<file path="src/rtl/lsu_pkg.sv">
`default_nettype none
// ============================================================================
//  Module      : lsu_pkg
//  Description : Shared funct3 codes, FSM state type and decode helpers for
//                the load/store unit.
//  Revision    : 1.0 - initial release
// ============================================================================
package lsu_pkg;

    localparam logic [2:0] F3_B  = 3'b000;
    localparam logic [2:0] F3_H  = 3'b001;
    localparam logic [2:0] F3_W  = 3'b010;
    localparam logic [2:0] F3_BU = 3'b100;
    localparam logic [2:0] F3_HU = 3'b101;

    typedef enum logic [2:0] {
        IDLE     = 3'd0,
        LOAD     = 3'd1,
        RMW_READ = 3'd2,
        WRITE    = 3'd3,
        RESP     = 3'd4
    } lsu_state_t;

    // funct3[1:0] encodes the access size for every legal load and store.
    function automatic logic is_misaligned(input logic [2:0] funct3, input logic [1:0] addr_lo);
        logic mis;
        mis = 1'b0;
        case (funct3[1:0])
            2'b01:   mis = addr_lo[0];
            2'b10:   mis = (addr_lo != 2'b00);
            default: mis = 1'b0;
        endcase
        return mis;
    endfunction

    function automatic logic is_illegal(input logic store, input logic [2:0] funct3);
        logic ill;
        ill = 1'b1;
        if (store) begin
            ill = !(funct3 == F3_B || funct3 == F3_H || funct3 == F3_W);
        end else begin
            ill = !(funct3 == F3_B  || funct3 == F3_H  || funct3 == F3_W ||
                    funct3 == F3_BU || funct3 == F3_HU);
        end
        return ill;
    endfunction

endpackage
`default_nettype wire

</file>
<file path="src/rtl/load_store_unit_if.sv">
`default_nettype none
// ============================================================================
//  Module      : lsu_req_if / lsu_mem_if
//  Description : Core-side request/response bundle and word-memory bundle.
//  Revision    : 1.0 - initial release
// ============================================================================
interface lsu_req_if #(
    parameter int ADDR_W = 32,
    parameter int DATA_W = 32
);
    logic              req_valid;
    logic              req_ready;
    logic              req_store;
    logic [2:0]        req_funct3;
    logic [ADDR_W-1:0] req_addr;
    logic [DATA_W-1:0] req_wdata;
    logic              rsp_valid;
    logic [DATA_W-1:0] rsp_rdata;
    logic              rsp_err;

    modport master (
        output req_valid, req_store, req_funct3, req_addr, req_wdata,
        input  req_ready, rsp_valid, rsp_rdata, rsp_err
    );

    modport slave (
        input  req_valid, req_store, req_funct3, req_addr, req_wdata,
        output req_ready, rsp_valid, rsp_rdata, rsp_err
    );
endinterface

interface lsu_mem_if #(
    parameter int ADDR_W = 32,
    parameter int DATA_W = 32
);
    logic [ADDR_W-1:0] mem_address;
    logic [DATA_W-1:0] mem_write_data;
    logic              mem_write_enable;
    logic [DATA_W-1:0] mem_read_data;

    modport master (
        output mem_address, mem_write_data, mem_write_enable,
        input  mem_read_data
    );

    modport slave (
        input  mem_address, mem_write_data, mem_write_enable,
        output mem_read_data
    );
endinterface
`default_nettype wire

</file>
<file path="src/rtl/lsu_lane_align.sv">
`default_nettype none
// ============================================================================
//  Module      : lsu_lane_align
//  Description : Combinational load lane extract/extend and store lane merge.
//  Revision    : 1.0 - initial release
// ============================================================================
module lsu_lane_align
    import lsu_pkg::*;
(
    input  logic [31:0] word_i,
    input  logic [1:0]  off_i,
    input  logic [2:0]  funct3_i,
    input  logic [31:0] wdata_i,
    output logic [31:0] load_data_o,
    output logic [31:0] merge_data_o
);

    logic [7:0]  w_byte;
    logic [15:0] w_half;

    always_comb begin
        w_byte = word_i[7:0];
        case (off_i)
            2'd0: w_byte = word_i[7:0];
            2'd1: w_byte = word_i[15:8];
            2'd2: w_byte = word_i[23:16];
            2'd3: w_byte = word_i[31:24];
            default: w_byte = word_i[7:0];
        endcase
        w_half = off_i[1] ? word_i[31:16] : word_i[15:0];
    end

    always_comb begin
        load_data_o = word_i;
        case (funct3_i)
            F3_B:    load_data_o = {{24{w_byte[7]}}, w_byte};
            F3_BU:   load_data_o = {24'd0, w_byte};
            F3_H:    load_data_o = {{16{w_half[15]}}, w_half};
            F3_HU:   load_data_o = {16'd0, w_half};
            default: load_data_o = word_i;
        endcase
    end

    always_comb begin
        merge_data_o = word_i;
        case (funct3_i)
            F3_B: begin
                case (off_i)
                    2'd0: merge_data_o = {word_i[31:8], wdata_i[7:0]};
                    2'd1: merge_data_o = {word_i[31:16], wdata_i[7:0], word_i[7:0]};
                    2'd2: merge_data_o = {word_i[31:24], wdata_i[7:0], word_i[15:0]};
                    2'd3: merge_data_o = {wdata_i[7:0], word_i[23:0]};
                    default: merge_data_o = word_i;
                endcase
            end
            F3_H:    merge_data_o = off_i[1] ? {wdata_i[15:0], word_i[15:0]}
                                             : {word_i[31:16], wdata_i[15:0]};
            F3_W:    merge_data_o = wdata_i;
            default: merge_data_o = word_i;
        endcase
    end

endmodule
`default_nettype wire

</file>
<file path="src/rtl/load_store_unit.sv">
`default_nettype none
// ============================================================================
//  Module      : load_store_unit
//  Description : RV32I load/store to word-only memory; sub-word stores via RMW.
//  Revision    : 1.0 - initial release
// ============================================================================
module load_store_unit
    import lsu_pkg::*;
#(
    parameter int ADDR_W = 32,
    parameter int DATA_W = 32
) (
    input  logic      clk,
    input  logic      rst_n,
    lsu_req_if.slave  req,
    lsu_mem_if.master mem
);

    generate
        if (DATA_W != 32) begin : g_bad_data_w
            $error("load_store_unit: DATA_W must be 32");
        end
    endgenerate

    lsu_state_t        state_q;
    logic [1:0]        addr_lo_q;
    logic [2:0]        funct3_q;
    logic [31:0]       wdata_q;
    logic [ADDR_W-1:0] mem_address_q;
    logic [31:0]       mem_write_data_q;
    logic              mem_write_enable_q;
    logic              rsp_valid_q;
    logic [31:0]       rsp_rdata_q;
    logic              rsp_err_q;

    logic [31:0]       w_load_data;
    logic [31:0]       w_merge_data;
    logic              w_req_err;

    assign w_req_err = is_illegal(req.req_store, req.req_funct3) |
                       is_misaligned(req.req_funct3, req.req_addr[1:0]);

    lsu_lane_align u_lane_align (
        .word_i       (mem.mem_read_data[31:0]),
        .off_i        (addr_lo_q),
        .funct3_i     (funct3_q),
        .wdata_i      (wdata_q),
        .load_data_o  (w_load_data),
        .merge_data_o (w_merge_data)
    );

    always_ff @(posedge clk or negedge rst_n) begin
        if (!rst_n) begin
            state_q            <= IDLE;
            addr_lo_q          <= 2'b00;
            funct3_q           <= 3'b000;
            wdata_q            <= 32'd0;
            mem_address_q      <= '0;
            mem_write_data_q   <= 32'd0;
            mem_write_enable_q <= 1'b0;
            rsp_valid_q        <= 1'b0;
            rsp_rdata_q        <= 32'd0;
            rsp_err_q          <= 1'b0;
        end else begin
            mem_write_enable_q <= 1'b0;
            rsp_valid_q        <= 1'b0;
            case (state_q)
                IDLE: begin
                    if (req.req_valid) begin
                        addr_lo_q <= req.req_addr[1:0];
                        funct3_q  <= req.req_funct3;
                        wdata_q   <= req.req_wdata[31:0];
                        if (w_req_err) begin
                            // Faulting requests never touch the memory-side registers.
                            rsp_err_q   <= 1'b1;
                            rsp_rdata_q <= 32'd0;
                            rsp_valid_q <= 1'b1;
                            state_q     <= RESP;
                        end else begin
                            rsp_err_q     <= 1'b0;
                            mem_address_q <= {req.req_addr[ADDR_W-1:2], 2'b00};
                            if (!req.req_store) begin
                                state_q <= LOAD;
                            end else if (req.req_funct3 == F3_W) begin
                                mem_write_data_q   <= req.req_wdata[31:0];
                                mem_write_enable_q <= 1'b1;
                                state_q            <= WRITE;
                            end else begin
                                state_q <= RMW_READ;
                            end
                        end
                    end
                end
                LOAD: begin
                    rsp_rdata_q <= w_load_data;
                    rsp_valid_q <= 1'b1;
                    state_q     <= RESP;
                end
                RMW_READ: begin
                    mem_write_data_q   <= w_merge_data;
                    mem_write_enable_q <= 1'b1;
                    state_q            <= WRITE;
                end
                WRITE: begin
                    rsp_rdata_q <= 32'd0;
                    rsp_valid_q <= 1'b1;
                    state_q     <= RESP;
                end
                RESP: begin
                    state_q <= IDLE;
                end
                default: begin
                    state_q <= IDLE;
                end
            endcase
        end
    end

    // Gated by rst_n so the core sees no acceptance while reset is held.
    assign req.req_ready        = rst_n && (state_q == IDLE);
    assign req.rsp_valid        = rsp_valid_q;
    assign req.rsp_rdata        = rsp_rdata_q;
    assign req.rsp_err          = rsp_err_q;
    assign mem.mem_address      = mem_address_q;
    assign mem.mem_write_data   = mem_write_data_q;
    assign mem.mem_write_enable = mem_write_enable_q;

endmodule
`default_nettype wire
</file>
<file path="src/flat_wrapper.sv">
// flat-port wrapper written by rule: the top's interface ports become plain ports
module load_store_unit_flat import lsu_pkg::*;
#(
    parameter int ADDR_W = 32,
    parameter int DATA_W = 32
)
  (clk, rst_n, req_req_valid, req_req_store, req_req_funct3, req_req_addr, req_req_wdata, req_req_ready, req_rsp_valid, req_rsp_rdata, req_rsp_err, mem_mem_address, mem_mem_write_data, mem_mem_write_enable, mem_mem_read_data);
  lsu_req_if #(.ADDR_W(ADDR_W), .DATA_W(DATA_W)) req_i ();
  lsu_mem_if #(.ADDR_W(ADDR_W), .DATA_W(DATA_W)) mem_i ();
  input  logic clk;
  input  logic rst_n;
  input wire logic [$bits(req_i.req_valid)-1:0] req_req_valid;
  input wire logic [$bits(req_i.req_store)-1:0] req_req_store;
  input wire logic [$bits(req_i.req_funct3)-1:0] req_req_funct3;
  input wire logic [$bits(req_i.req_addr)-1:0] req_req_addr;
  input wire logic [$bits(req_i.req_wdata)-1:0] req_req_wdata;
  output wire logic [$bits(req_i.req_ready)-1:0] req_req_ready;
  output wire logic [$bits(req_i.rsp_valid)-1:0] req_rsp_valid;
  output wire logic [$bits(req_i.rsp_rdata)-1:0] req_rsp_rdata;
  output wire logic [$bits(req_i.rsp_err)-1:0] req_rsp_err;
  output wire logic [$bits(mem_i.mem_address)-1:0] mem_mem_address;
  output wire logic [$bits(mem_i.mem_write_data)-1:0] mem_mem_write_data;
  output wire logic [$bits(mem_i.mem_write_enable)-1:0] mem_mem_write_enable;
  input wire logic [$bits(mem_i.mem_read_data)-1:0] mem_mem_read_data;
  assign req_i.req_valid = req_req_valid;
  assign req_i.req_store = req_req_store;
  assign req_i.req_funct3 = req_req_funct3;
  assign req_i.req_addr = req_req_addr;
  assign req_i.req_wdata = req_req_wdata;
  assign req_req_ready = req_i.req_ready;
  assign req_rsp_valid = req_i.rsp_valid;
  assign req_rsp_rdata = req_i.rsp_rdata;
  assign req_rsp_err = req_i.rsp_err;
  assign mem_mem_address = mem_i.mem_address;
  assign mem_mem_write_data = mem_i.mem_write_data;
  assign mem_mem_write_enable = mem_i.mem_write_enable;
  assign mem_i.mem_read_data = mem_mem_read_data;
  load_store_unit #(.ADDR_W(ADDR_W), .DATA_W(DATA_W)) u_core (.clk(clk), .rst_n(rst_n), .req(req_i), .mem(mem_i));
endmodule
</file>
<file path="config.mk">
export PLATFORM = sky130hd
export DESIGN_NAME = load_store_unit_flat
export DESIGN_NICKNAME = d
export VERILOG_FILES = /design/src/rtl/lsu_pkg.sv /design/src/rtl/load_store_unit_if.sv /design/src/rtl/lsu_lane_align.sv /design/src/rtl/load_store_unit.sv /design/src/flat_wrapper.sv
export SDC_FILE = /design/constraint.sdc
export NUM_CORES = 1
export LEC_CHECK = 0
export CAP_MARGIN = 30
export CORE_ASPECT_RATIO = 1.4
export CORE_UTILIZATION = 30
export CTS_CLUSTER_DIAMETER = 50
export DETAILED_ROUTE_END_ITERATION = 10
export SLEW_MARGIN = 10
export SYNTH_ARGS = -nofsm -noshare
export SYNTH_HDL_FRONTEND = slang
export SYNTH_SLANG_ARGS = --single-unit
export TNS_END_PERCENT = 50
</file>
<file path="constraint.sdc">
create_clock -name clk -period 2.2 [get_ports clk]
set_clock_uncertainty 0.2 [all_clocks]
set_input_delay 0.44 -clock clk [delete_from_list [all_inputs] [get_ports clk]]
set_output_delay 0.44 -clock clk [all_outputs]
set_load 0.02 [all_outputs]
</file>
==> metrics.txt, run 1 <==
Worst-Margin Slew=0.8092 ns; pin count of the biggest net entering global routing=approximately 140; Peak VDD IR=a little over 0.0007 V; gpl congestion=approximately 0.86; R2R depth=5; PwrDens=1463 nW/um^2; Clock Power Share=19.4%; Ys Warns=0; clock latency on the worst-skew pair=roughly 0.43 ns; CTS Buffer Depth=2; Area Overhead vs Synth=52.16%; RSZ-0062 raised after global routing=true; P_leak=5.052 nW; fin crit share=101.8%; Synth Instances=748; combinational power share=52.0%; PortBufs=200; Setup Viol. Count Final=31; ANT nets after route=0; GR Overflow Total=0; failing checks=negative setup slack; initial DRC count=577; die area=25290 um^2; CP Class=reg -> reg; register area=3430 um^2; Syn Area/Cell=9.887 um^2; root buf cell=clkbuf_16; layout cells sized above 1=21.18%; post-synthesis async set-or-reset flop share=100.0%; WL per Instance=20.99 um; die height=187.8 um; Seq cells post-synth=137; crit path max fanout=8; Die Wd=134.7 um; multi-input logic area=3782 um^2; Slew HR=46.05%; Int Power=9.887 mW; TritonCTS clock tree=built; via count=6954; IO Count=203; WL final=27.81 mm; nets@finish=approximately 1100; Sink Count=137; # rows=67; drt pass-1 iters=5; Post-DP HPWL=19.12 mm; CP peak stage delay=0.59 ns; diode count=0; vias in the first global route=7131; worst-path cell chain=or4b_4 -> a211oi_4 -> nand2_4 -> buf_12 -> mux2_4; initial core utilization=30.74%; Switching Fraction=39.96%; CP endpoint kind=flip-flop; Final Hold Vio Count=0; Residual DRC=0; total CTS buffers=17; Post-synth EDFFs=0; fmax=between 0.4 and 0.5 GHz; Post-Layout Cell Count=1325; Tot Pwr=16.47 mW; Seq/Total Area, Yosys=46.35%; core footprint=between 20000 and 25000 um^2; Post-synth top flop=dfrtp_1; maxcap violations=0; # fillers=2259; GRT Util Overall=between 20 and 25%; Hold Path Class=in -> reg; Crit path arrival time=approximately 2.4 ns; Slew Viols, Final=0; global-route wire length before repair=42.90 mm; H-tree levels=4; Crit path required time=2.31 ns; clock slew seen by the registers of the worst setup and hold paths=0.06 ns; Switch Pwr=6.580 mW; Netlist cell types=56; placed cells=around 1300; Setup crit start kind=flip-flop; sequential power share=28.6%; final worst slack=-0.03949 ns; status=finished with violations; slowest CP cell=or4b_4; Tmin final=approximately 2.2 ns; Mapped Area=around 7400 um^2; initial antenna violation count=0; via density per instance=5.248; WHS Path Cells=4
==> through the flow <==
step	instance area, um^2	utilization (%)	worst slack [ns]	setup TNS [ns]	hold slack, ns
2_1_floorplan	7436	-	0.001446	0	-0.05559
3_3_place_gp	10300	42.82	-0.5146	-46.97	0.2581
3_5_place_dp	10300	42.82	-0.5751	-49.03	0.2626
4_1_cts	11200	46.56	-0.003891	-0.004934	0.2784
5_1_grt	11250	46.77	-0.1143	-2.630	0.2187
6_report	11250	46.77	-0.03949	-0.8376	0.2230
==> placed cells by master (no fill, tap or decap), types with 20 or more instances in the layout <==
master	n
dfrtp_1	136
o21ai_0	54
a21oi_1	33
mux2_2	25
mux2i_1	32
clkdlybuf4s50_1	195
mux2_4	29
buf_4	76
nand2_1	144
nor2_1	20
==> logic make-up (layout without fill, tap and decap cells) <==
logic type                 count (synthesis)  in the layout  synth area share [%]
AOI/OAI and AO/OA                        227            227                 21.21
and+or+nand+nor                          215            215                 12.82
DFF                                      137            137                 46.35
muxes                                     88             88                 14.46
buffers and inverters                     77            343                 4.584
adders and majority gates                  3              3                0.5076
other                                      1              2               0.05070
==> worst max-delay path: cells and delay by family (launching register included) <==
family	cells	cell delay (ns)
flip-flops	1	0.40
AND/OR/NAND/NOR	2	0.76
multiplexers	1	0.30
AO/OA/AOI/OAI	1	0.26
buffers and inverters	1	0.19
==> sequential cells by signal (all words and copies together), names as in the netlist <==
name and count:
u_core.funct3_q 3, u_core.addr_lo_q 2, u_core.req.rsp_valid 1, u_core.mem.mem_write_data 32
u_core.wdata_q 32, u_core.mem.mem_write_enable 1, u_core.state_q 3, u_core.req.rsp_rdata 32
u_core.req.rsp_err 1, u_core.mem.mem_address 30
==> synthesized netlist by cell type (2+ instances only) <==
cell type	count	area, um^2
a21o_1	18	135.1
o22ai_1	15	93.84
inv_1	16	60.06
nand3b_1	8	60.06
a221o_1	16	160.2
buf_4	2	15.01
mux2_4	29	435.4
clkbuf_1	38	142.6
a21oi_1	35	175.2
o2111ai_1	16	140.1
a31oi_1	3	18.77
o21ai_1	3	15.01
a221oi_1	7	61.31
nor2_1	21	78.83
nor4b_1	3	26.28
buf_6	4	45.04
a211oi_1	16	120.1
buf_2	9	45.04
a22o_1	8	70.07
nor2b_1	2	12.51
dfrtp_1	137	3428
mux2i_1	33	330.3
nand3_1	17	85.08
buf_1	6	22.52
mux2_2	25	281.5
o221ai_1	16	140.1
nand2b_1	2	12.51
o21ai_0	57	285.3
a22oi_1	8	60.06
and2_1	2	12.51
nor2_2	2	12.51
nor3_1	4	20.02
nand2_1	145	544.3
ha_1	3	37.54
==> layout make-up <==
type	instances	area share [%]
tap	310	3.447
sequential	137	30.48
clock inverter	11	1.712
clock buffer	21	4.092
multi-input combinational	535	33.61
inverter	17	0.5670
timing repair buffer	294	26.10
==> layer usage <==
| layer | GRT usage (%) | up-vias | part of all wire (%) |
|---|---|---|---|
| li1 | - | 3244 | - |
| met1 | 28.13 | 3436 | 42 |
| met2 | 38.14 | 219 | 50 |
| met3 | 3.785 | 55 | 4.2 |
| met4 | 10.41 | 0 | 4.1 |
| met5 | 0 | - | 0 |
==> final timing paths <==
path	from	to	slack [ns]
worst min register to register	u_core.req.rsp_rdata[9]$_DFFE_PN0P_	u_core.req.rsp_rdata[9]$_DFFE_PN0P_	0.27
worst max-delay path	u_core.state_q[2]$_DFFE_PN0P_	u_core.mem.mem_address[23]$_DFFE_PN0P_	-0.04
max in group asynchronous	rst_n	u_core.req.rsp_rdata[10]$_DFFE_PN0P_	0.67
worst max register to register	u_core.state_q[2]$_DFFE_PN0P_	u_core.mem.mem_address[23]$_DFFE_PN0P_	-0.04
worst min-delay path	req_req_funct3[1]	u_core.funct3_q[1]$_DFFE_PN0P_	0.22
min in group asynchronous	rst_n	u_core.wdata_q[3]$_DFFE_PN0P_	0.50
==> timing repair <==
item / 4_1_cts / 5_1_grt
gates resized for setup: 27 / 15
setup endpoints to repair: 89 / 94
pin swaps: 4 / 7
hold buffers: 1 / 0
endpoints found under the hold margin: 68 / 0
setup buffers: 3 / 0
gates cloned: 5 / 1
==> power groups by stage <==
stage	combinational, mW	sequential, mW	clock [mW]
6_report	8.56	4.71	3.19
5_1_grt	9.20	4.84	3.36
4_1_cts	8.53	4.68	3.26
3_5_place_dp	8.36	4.69	0
3_3_place_gp	8.25	4.70	0
2_1_floorplan	4.02	5.27	0
(Power assumes the default switching activity.)
==> run 2: changes to the inputs <==
--- a/config.mk
+++ b/config.mk
@@ -6,12 +6,12 @@
 export NUM_CORES = 1
 export LEC_CHECK = 0
 export CAP_MARGIN = 30
-export CORE_ASPECT_RATIO = 1.4
 export CORE_UTILIZATION = 30
 export CTS_CLUSTER_DIAMETER = 50
 export DETAILED_ROUTE_END_ITERATION = 10
 export SLEW_MARGIN = 10
 export SYNTH_ARGS = -nofsm -noshare
 export SYNTH_HDL_FRONTEND = slang
+export SYNTH_HIERARCHICAL = 1
 export SYNTH_SLANG_ARGS = --single-unit
 export TNS_END_PERCENT = 50
==> constraint.sdc (replaced) <==
create_clock -name clk -period 1.9 [get_ports clk]
set_clock_uncertainty 0.2 [all_clocks]
set_input_delay 0.38 -clock clk [delete_from_list [all_inputs] [get_ports clk]]
set_output_delay 0.38 -clock clk [all_outputs]
set_load 0.02 [all_outputs]
==> run 2 against run 1 <==
The flow still finishes with violations (negative setup slack). Die area rose by 0.35%. Sequential share of layout area down 0.71 points. Area after synthesis rose by 0.39%. Register-to-register slack got worse by 0.08 ns. Non-clock buffer count rose by 27. Combinational power is 32% higher. Critical path depth is 2 higher. Synthesized cell count shrank 7.2%. Final cell count fell by 0.83%. Sequential power rose by 16%. Critical path type is now in -> reg. Critical endpoint is now u_core/req.rsp_rdata[27]$_DFFE_PN0P_.
==> metrics.txt, run 2 <==
status=finished with violations; failing checks=negative setup slack; Slew HR=46.75% (+0.70 points); Post-DP HPWL=18.21 mm (-4.7%); Sink Count=137 (unchanged); die height=159.3 um (-15%); root buf cell=clkbuf_16; sequential power share=27.2% (-1.4 points); crit path from=mem_mem_read_data[31]; most frequent cells in the layout=133 x dfrtp_1, 98 x dlygate4sd2_1, 97 x clkdlybuf4s50_1; post-synthesis async set-or-reset flop share=100.0% (unchanged); leading cell type in the layout, fill and taps excluded=dfrtp_1; Hold EP=u_core/funct3_q[0]$_DFFE_PN0P_; Synth top area share=46.17% (-0.18 points); R2R Path End=u_core/req.rsp_rdata[27]$_DFFE_PN0P_; nets@finish=1082 (-2.3%); Setup Viol. Count Final=86 (+180%); ANT nets after route=0 (unchanged); Post-synth top cells=137 x dfrtp_1, 87 x nand2_1, 49 x nor2_1; CTS Buffer Depth=2 (unchanged); Synth Instances=694 (-7.2%); GRT Util Overall=21.51% (-1.2 points); Crit path required time=2.01 ns (-0.30 ns); Switching Fraction=41.49% (+1.5 points); CP endpoint kind=flip-flop; PortBufs=200 (unchanged); fmax=0.4931 GHz; Ys Warns=6 (+6); Post-synth EDFFs=0 (unchanged); Switch Pwr=8.328 mW (+27%); R2R depth=6 (+1); die area=25380 um^2 (+0.35%); gpl congestion=0.8898 (+3.7%); Netlist cell types=50 (-11%); Peak VDD IR=0.0005994 V (-16%); count leader, synth=dfrtp_1; R2R Setup Slk=-0.12 ns (-0.08 ns); Worst-Margin Slew=0.7987 ns (-0.01048 ns); maxcap violations=0 (unchanged); # rows=57 (-15%); Seq cells post-synth=137 (unchanged); IO Count=203 (unchanged); Crit path arrival time=2.14 ns (-0.21 ns); fin crit share=106.7%; Final Hold Vio Count=0 (unchanged); Syn Area/Cell=10.70 um^2 (+8.2%); Hold Startpoint=req_req_funct3[0]; H-tree levels=4 (unchanged); Post-synth top flop=dfrtp_1; Residual DRC=0 (unchanged); drt pass-1 iters=7 (+2); initial antenna violation count=2 (+2); layout cells sized above 1=29.52% (+8.3 points); via count=6938 (-0.23%); Tmin final=2.028 ns; total CTS buffers=17 (unchanged); Setup crit start kind=primary input; GR Overflow Total=0 (unchanged); ranking of synthesized cells by area=dfrtp_1 46%, mux2_2 5.9%, mux2_4 5.9%; Int Power=11.75 mW (+19%); global-route wire length before repair=41.41 mm (-3.5%); Area Overhead vs Synth=55.38%; WL final=27.07 mm (-2.7%); Mapped Area=7425 um^2 (+0.39%); CP Class=in -> reg; combinational power share=56.1% (+4.1 points); TritonCTS clock tree=built; Slew Viols, Final=0 (unchanged); initial DRC count=616 (+6.8%); WHS=0.05396 ns (-0.1691 ns); WHS Path Cells=2 (-2); clock slew seen by the registers of the worst setup and hold paths=0.06 ns (about the same); DP Area=10330 um^2 (+0.27%); initial core utilization=30.53% (-0.21 points); area leader, netlist=dfrtp_1; via density per instance=5.280 (+0.61%); Fin Setup TNS=-5.172 ns (-4.335 ns); Clock Power Share=16.6% (-2.8 points); FF-to-FF Start=u_core/addr_lo_q[1]$_DFFE_PN0P_; Hold Path Class=in -> reg; PwrDens=1740 nW/um^2 (+19%); P_leak=5.397 nW (+6.8%); pin count of the biggest net entering global routing=138 (unchanged); final worst slack=-0.1278 ns (-0.08831 ns); post-route cell area=11540 um^2 (+2.5%); clock latency on the worst-skew pair=0.43 ns (about the same); RSZ-0062 raised after global routing=true; WL per Instance=20.60 um (-1.9%); Die Wd=159.3 um (+18%); crit path max fanout=16 (+8); vias in the first global route=6744 (-5.4%); core footprint=24320 um^2 (+1.1%); Seq/Total Area, Yosys=46.17% (-0.18 points)
run 2: logic make-up after synthesis:
kind of cell / after synthesis / share of synthesized area (%)
muxes: 101 / 16.40
adders and majority gates: 3 / 0.5056
other: 1 / 0.05051
AOI/OAI and AO/OA: 193 / 19.77
and+or+nand+nor: 195 / 12.10
DFF: 137 / 46.17
buffers and inverters: 64 / 5.005
run 2: per-stage QoR:
step / worst slack (ns) / std cells / total power [mW] / utilization [%]
finish: -0.1278 / 1314 / 20.07 / 47.44
global route: -0.1838 / 1314 / 21.20 / 47.44
CTS: -0.1359 / 1311 / 19.60 / 46.79
detailed placement: -0.7593 / 1246 / 16.15 / 42.47
global placement: -0.7377 / 1246 / 16.02 / 42.47
floorplan: -0.1952 / 695 / 11.51 / -
run 2: critical path: stages:
cell and delay [ns]:
clkdlybuf4s50_1 0.47, mux4_2 0.48, and2_4 0.19, a31oi_4 0.17, buf_12 0.16, nand2_1 0.07, a32o_1 0.21
run 2: repair_timing:
action,in CTS,in global routing
pin swaps,19,40
hold buffers,1,0
endpoints found under the hold margin,137,0
resized for setup,165,54
setup buffers,24,5
cloned,9,0
endpoints found under the setup margin,196,131
run 2: worst max path at each step:
stage                                                        end  depth (start not counted)  slack (ns)
after global placement    u_core/mem.mem_address[31]$_DFFE_PN0P_                          9       -0.74
after CTS                   u_core/req.rsp_rdata[27]$_DFFE_PN0P_                          6       -0.14
after detailed placement  u_core/mem.mem_address[31]$_DFFE_PN0P_                          9       -0.76
after floorplan             u_core/req.rsp_rdata[30]$_DFFE_PN0P_                          7       -0.20
after global routing        u_core/req.rsp_rdata[29]$_DFFE_PN0P_                          6       -0.18
final                       u_core/req.rsp_rdata[27]$_DFFE_PN0P_                          7       -0.13
run 2: per-layer routing:
| metal | GRT usage, % | routed length [um] | vias to the layer above |
|---|---|---|---|
| met2 | 33.27 | 12550 | 290 |
| met5 | 0 | 13 | - |
| li1 | - | - | 3148 |
| met4 | 8.304 | 811 | 2 |
| met3 | 4.428 | 2033 | 44 |
| met1 | 29.47 | 11650 | 3454 |
run 2: layout make-up:
| class | count | area [um^2] |
|---|---|---|
| Tap cell | 324 | 405.4 |
| Multi-Input combinational cell | 494 | 3913 |
| Antenna cell | 1 | 2.502 |
| Sequential cell | 137 | 3433 |
| Timing Repair Buffer | 321 | 3164 |
| Clock buffer | 19 | 432.9 |
| Fill cell | 2229 | 12780 |
| Clock inverter | 13 | 145.1 |
| Inverter | 5 | 40.04 |
run 2: power by group through the flow:
stage,Clock [mW],Combinational (mW),Sequential [mW]
final,3.34,11.3,5.46
after global routing,3.53,12.0,5.66
after global placement,0,10.5,5.48
after CTS,3.40,10.8,5.44
after floorplan,0,5.08,6.43
after detailed placement,0,10.7,5.49
==> run 3: changes to the inputs <==
--- a/config.mk
+++ b/config.mk
@@ -9,6 +9,8 @@
 export CORE_UTILIZATION = 30
 export CTS_CLUSTER_DIAMETER = 50
 export DETAILED_ROUTE_END_ITERATION = 10
+export DONT_BUFFER_PORTS = 1
+export GPL_TIMING_DRIVEN = 0
 export SLEW_MARGIN = 10
 export SYNTH_ARGS = -nofsm -noshare
 export SYNTH_HDL_FRONTEND = slang
==> run 3 against run 2 <==
The flow finishes with violations (negative hold slack, negative setup slack). Final area decreased by 13%. First-iteration DRC count increased by 11%. Clock power increased by 3%. Critical path type is now reg -> reg. Combinational power decreased by 28%. Non-clock buffer count decreased by 144. Worst setup slack got worse by 0.12 ns.
==> metrics.txt, run 3 (synthesis gave the netlist of run 2 again) <==
vias in the first global route=6520 (-3.3%); global-route wire length before repair=40.45 mm (-2.3%); failing checks=negative hold slack, negative setup slack; initial antenna violation count=2 (unchanged); Slew Viols, Final=0 (unchanged); TritonCTS clock tree=built; maxcap violations=0 (unchanged); Setup crit start kind=flip-flop; Area Overhead vs Synth=35.63%; Crit path arrival time=2.26 ns (+0.12 ns); combinational power share=43.6% (-13 points); Hold Path Class=in -> async; pin count of the biggest net entering global routing=139 (+0.72%); PwrDens=1854 nW/um^2 (+6.6%); crit path max fanout=6 (-10); Switch Pwr=7.990 mW (-4.1%); worst-path cell chain=mux4_2 -> and2_4 -> a31oi_4 -> buf_6 -> nand2_2 -> a32o_1; crit-path leading delay family=multiplexers; die height=159.3 um (unchanged); most frequent cells in the layout=132 x dfrtp_1, 84 x dlygate4sd3_1, 68 x nand2_1; slowest CP cell=mux4_2; DP Area=7903 um^2 (-23%); R2R Path End=u_core/req.rsp_rdata[30]$_DFFE_PN0P_; root buf cell=clkbuf_16; ANT nets after route=0 (unchanged); IO Count=203 (unchanged); WL final=26.44 mm (-2.3%); Die Wd=159.3 um (unchanged); Tmin final=2.151 ns (+0.1230 ns); clock latency on the worst-skew pair=0.43 ns (about the same); CTS Buffer Depth=2 (unchanged); # rows=57 (unchanged); placed cells=1019 (-18%); initial DRC count=683 (+11%); core footprint=24320 um^2 (unchanged); multi-input logic area=3885 um^2 (-0.70%); gpl congestion=0.8905 (about the same); PortBufs=0 (-100%); CP peak stage delay=0.52 ns (+0.04 ns); Slew HR=62.49% (+16 points); Setup Viol. Count Final=76 (-12%); FF-to-FF Start=u_core/addr_lo_q[1]$_DFFE_PN0P_; WL per Instance=22.60 um (+9.7%); drt pass-1 iters=6 (-1); Residual DRC=0 (unchanged); post-route cell area=10070 um^2 (-13%); CP bufs+invs=1 (-1); Final Hold Vio Count=137 (+137); Clock Power Share=18.4% (+1.8 points); leading cell type in the layout, fill and taps excluded=dfrtp_1; clock slew seen by the registers of the worst setup and hold paths=0.06 ns (about the same); final worst slack=-0.2508 ns (-0.1230 ns); Fin Setup TNS=-8.122 ns (-2.950 ns); fmax=0.4649 GHz (-5.7%); register area=3435 um^2 (about the same); P_leak=4.509 nW (-16%); GRT Util Overall=20.99% (-0.51 points); fin crit share=113.2% (+6.5 points); CTS Hold Bufs=84 (+83); sequential power share=37.9% (+11 points); Peak VDD IR=0.0005833 V (-2.7%); die area=25380 um^2 (unchanged); total CTS buffers=17 (unchanged); via density per instance=5.527 (+4.7%); Int Power=10.68 mW (-9.0%); Worst-Margin Slew=0.5626 ns (-0.2361 ns); Sink Count=137 (unchanged); # fillers=2341 (+5.0%); layout cells sized above 1=31.01% (+1.5 points); CP Class=reg -> reg; status=finished with violations; nets@finish=938 (-13%); CP endpoint kind=flip-flop; Switching Fraction=42.79% (+1.3 points); Crit path required time=2.01 ns (about the same); WHS=-0.5495 ns (-0.6035 ns); Post-Layout Cell Count=1170 (-11%); GR Overflow Total=0 (unchanged); H-tree levels=4 (unchanged); RSZ-0062 raised after global routing=true; Post-DP HPWL=18.44 mm (+1.2%); via count=6467 (-6.8%); R2R depth=6 (unchanged); R2R Setup Slk=-0.25 ns (-0.13 ns); initial core utilization=30.53% (unchanged)
[run 3: layer usage]
| metal | share of wire, % | track usage [%] | up-vias |
|---|---|---|---|
| li1 | - | - | 2860 |
| met1 | 40 | 27.38 | 3248 |
| met2 | 47 | 31.90 | 313 |
| met3 | 11 | 6.929 | 46 |
| met4 | 2.8 | 8.654 | 0 |
| met5 | 0 | 0 | - |
[run 3: final cells by class]
cell class	count	share of cell area (%)
Clock buffer	17	4.225
Tap cell	324	4.026
Buffer	55	4.672
Inverter	5	0.3728
Antenna cell	1	0.02485
Timing Repair Buffer	122	12.13
Clock inverter	15	1.864
Sequential cell	137	34.11
Multi-Input combinational cell	494	38.58
[run 3: stage by stage]
stage | total power [mW] | utilization, % | setup slack, ns
2_1_floorplan | 11.51 | - | -0.1952
3_3_place_gp | 13.24 | 32.49 | -0.6533
3_5_place_dp | 13.36 | 32.49 | -0.6902
4_1_cts | 18.29 | 40.70 | -0.1901
5_1_grt | 19.68 | 41.41 | -0.3162
6_report | 18.67 | 41.41 | -0.2508
[run 3: worst max path at each step]
stage | start | endpoint | slack [ns] | depth (start not counted)
2_1_floorplan | u_core/addr_lo_q[1]$_DFFE_PN0P_ | u_core/req.rsp_rdata[30]$_DFFE_PN0P_ | -0.20 | 7
3_3_place_gp | u_core/funct3_q[2]$_DFFE_PN0P_ | u_core/mem.mem_write_data[21]$_DFFE_PN0P_ | -0.65 | 6
3_5_place_dp | u_core/funct3_q[2]$_DFFE_PN0P_ | u_core/mem.mem_write_data[21]$_DFFE_PN0P_ | -0.69 | 6
4_1_cts | u_core/addr_lo_q[1]$_DFFE_PN0P_ | u_core/req.rsp_rdata[20]$_DFFE_PN0P_ | -0.19 | 6
5_1_grt | u_core/addr_lo_q[1]$_DFFE_PN0P_ | u_core/req.rsp_rdata[18]$_DFFE_PN0P_ | -0.32 | 6
6_report | u_core/addr_lo_q[1]$_DFFE_PN0P_ | u_core/req.rsp_rdata[30]$_DFFE_PN0P_ | -0.25 | 6
[run 3: what timing repair did]
item / 4_1_cts / 5_1_grt
endpoints found under the setup margin: 114 / 114
resized for setup: 110 / 34
cloned: 3 / 2
endpoints found under the hold margin: 253 / 137
pin swaps: 22 / 16
setup buffers: 26 / 8
[run 3: power by group through the flow]
stage	sequential (mW)	clock, mW	combinational [mW]
global placement	7.07	0	6.16
global route	7.25	3.67	8.76
CTS	7.07	3.53	7.69
finish	7.08	3.44	8.15
detailed placement	7.12	0	6.25
floorplan	6.43	0	5.08
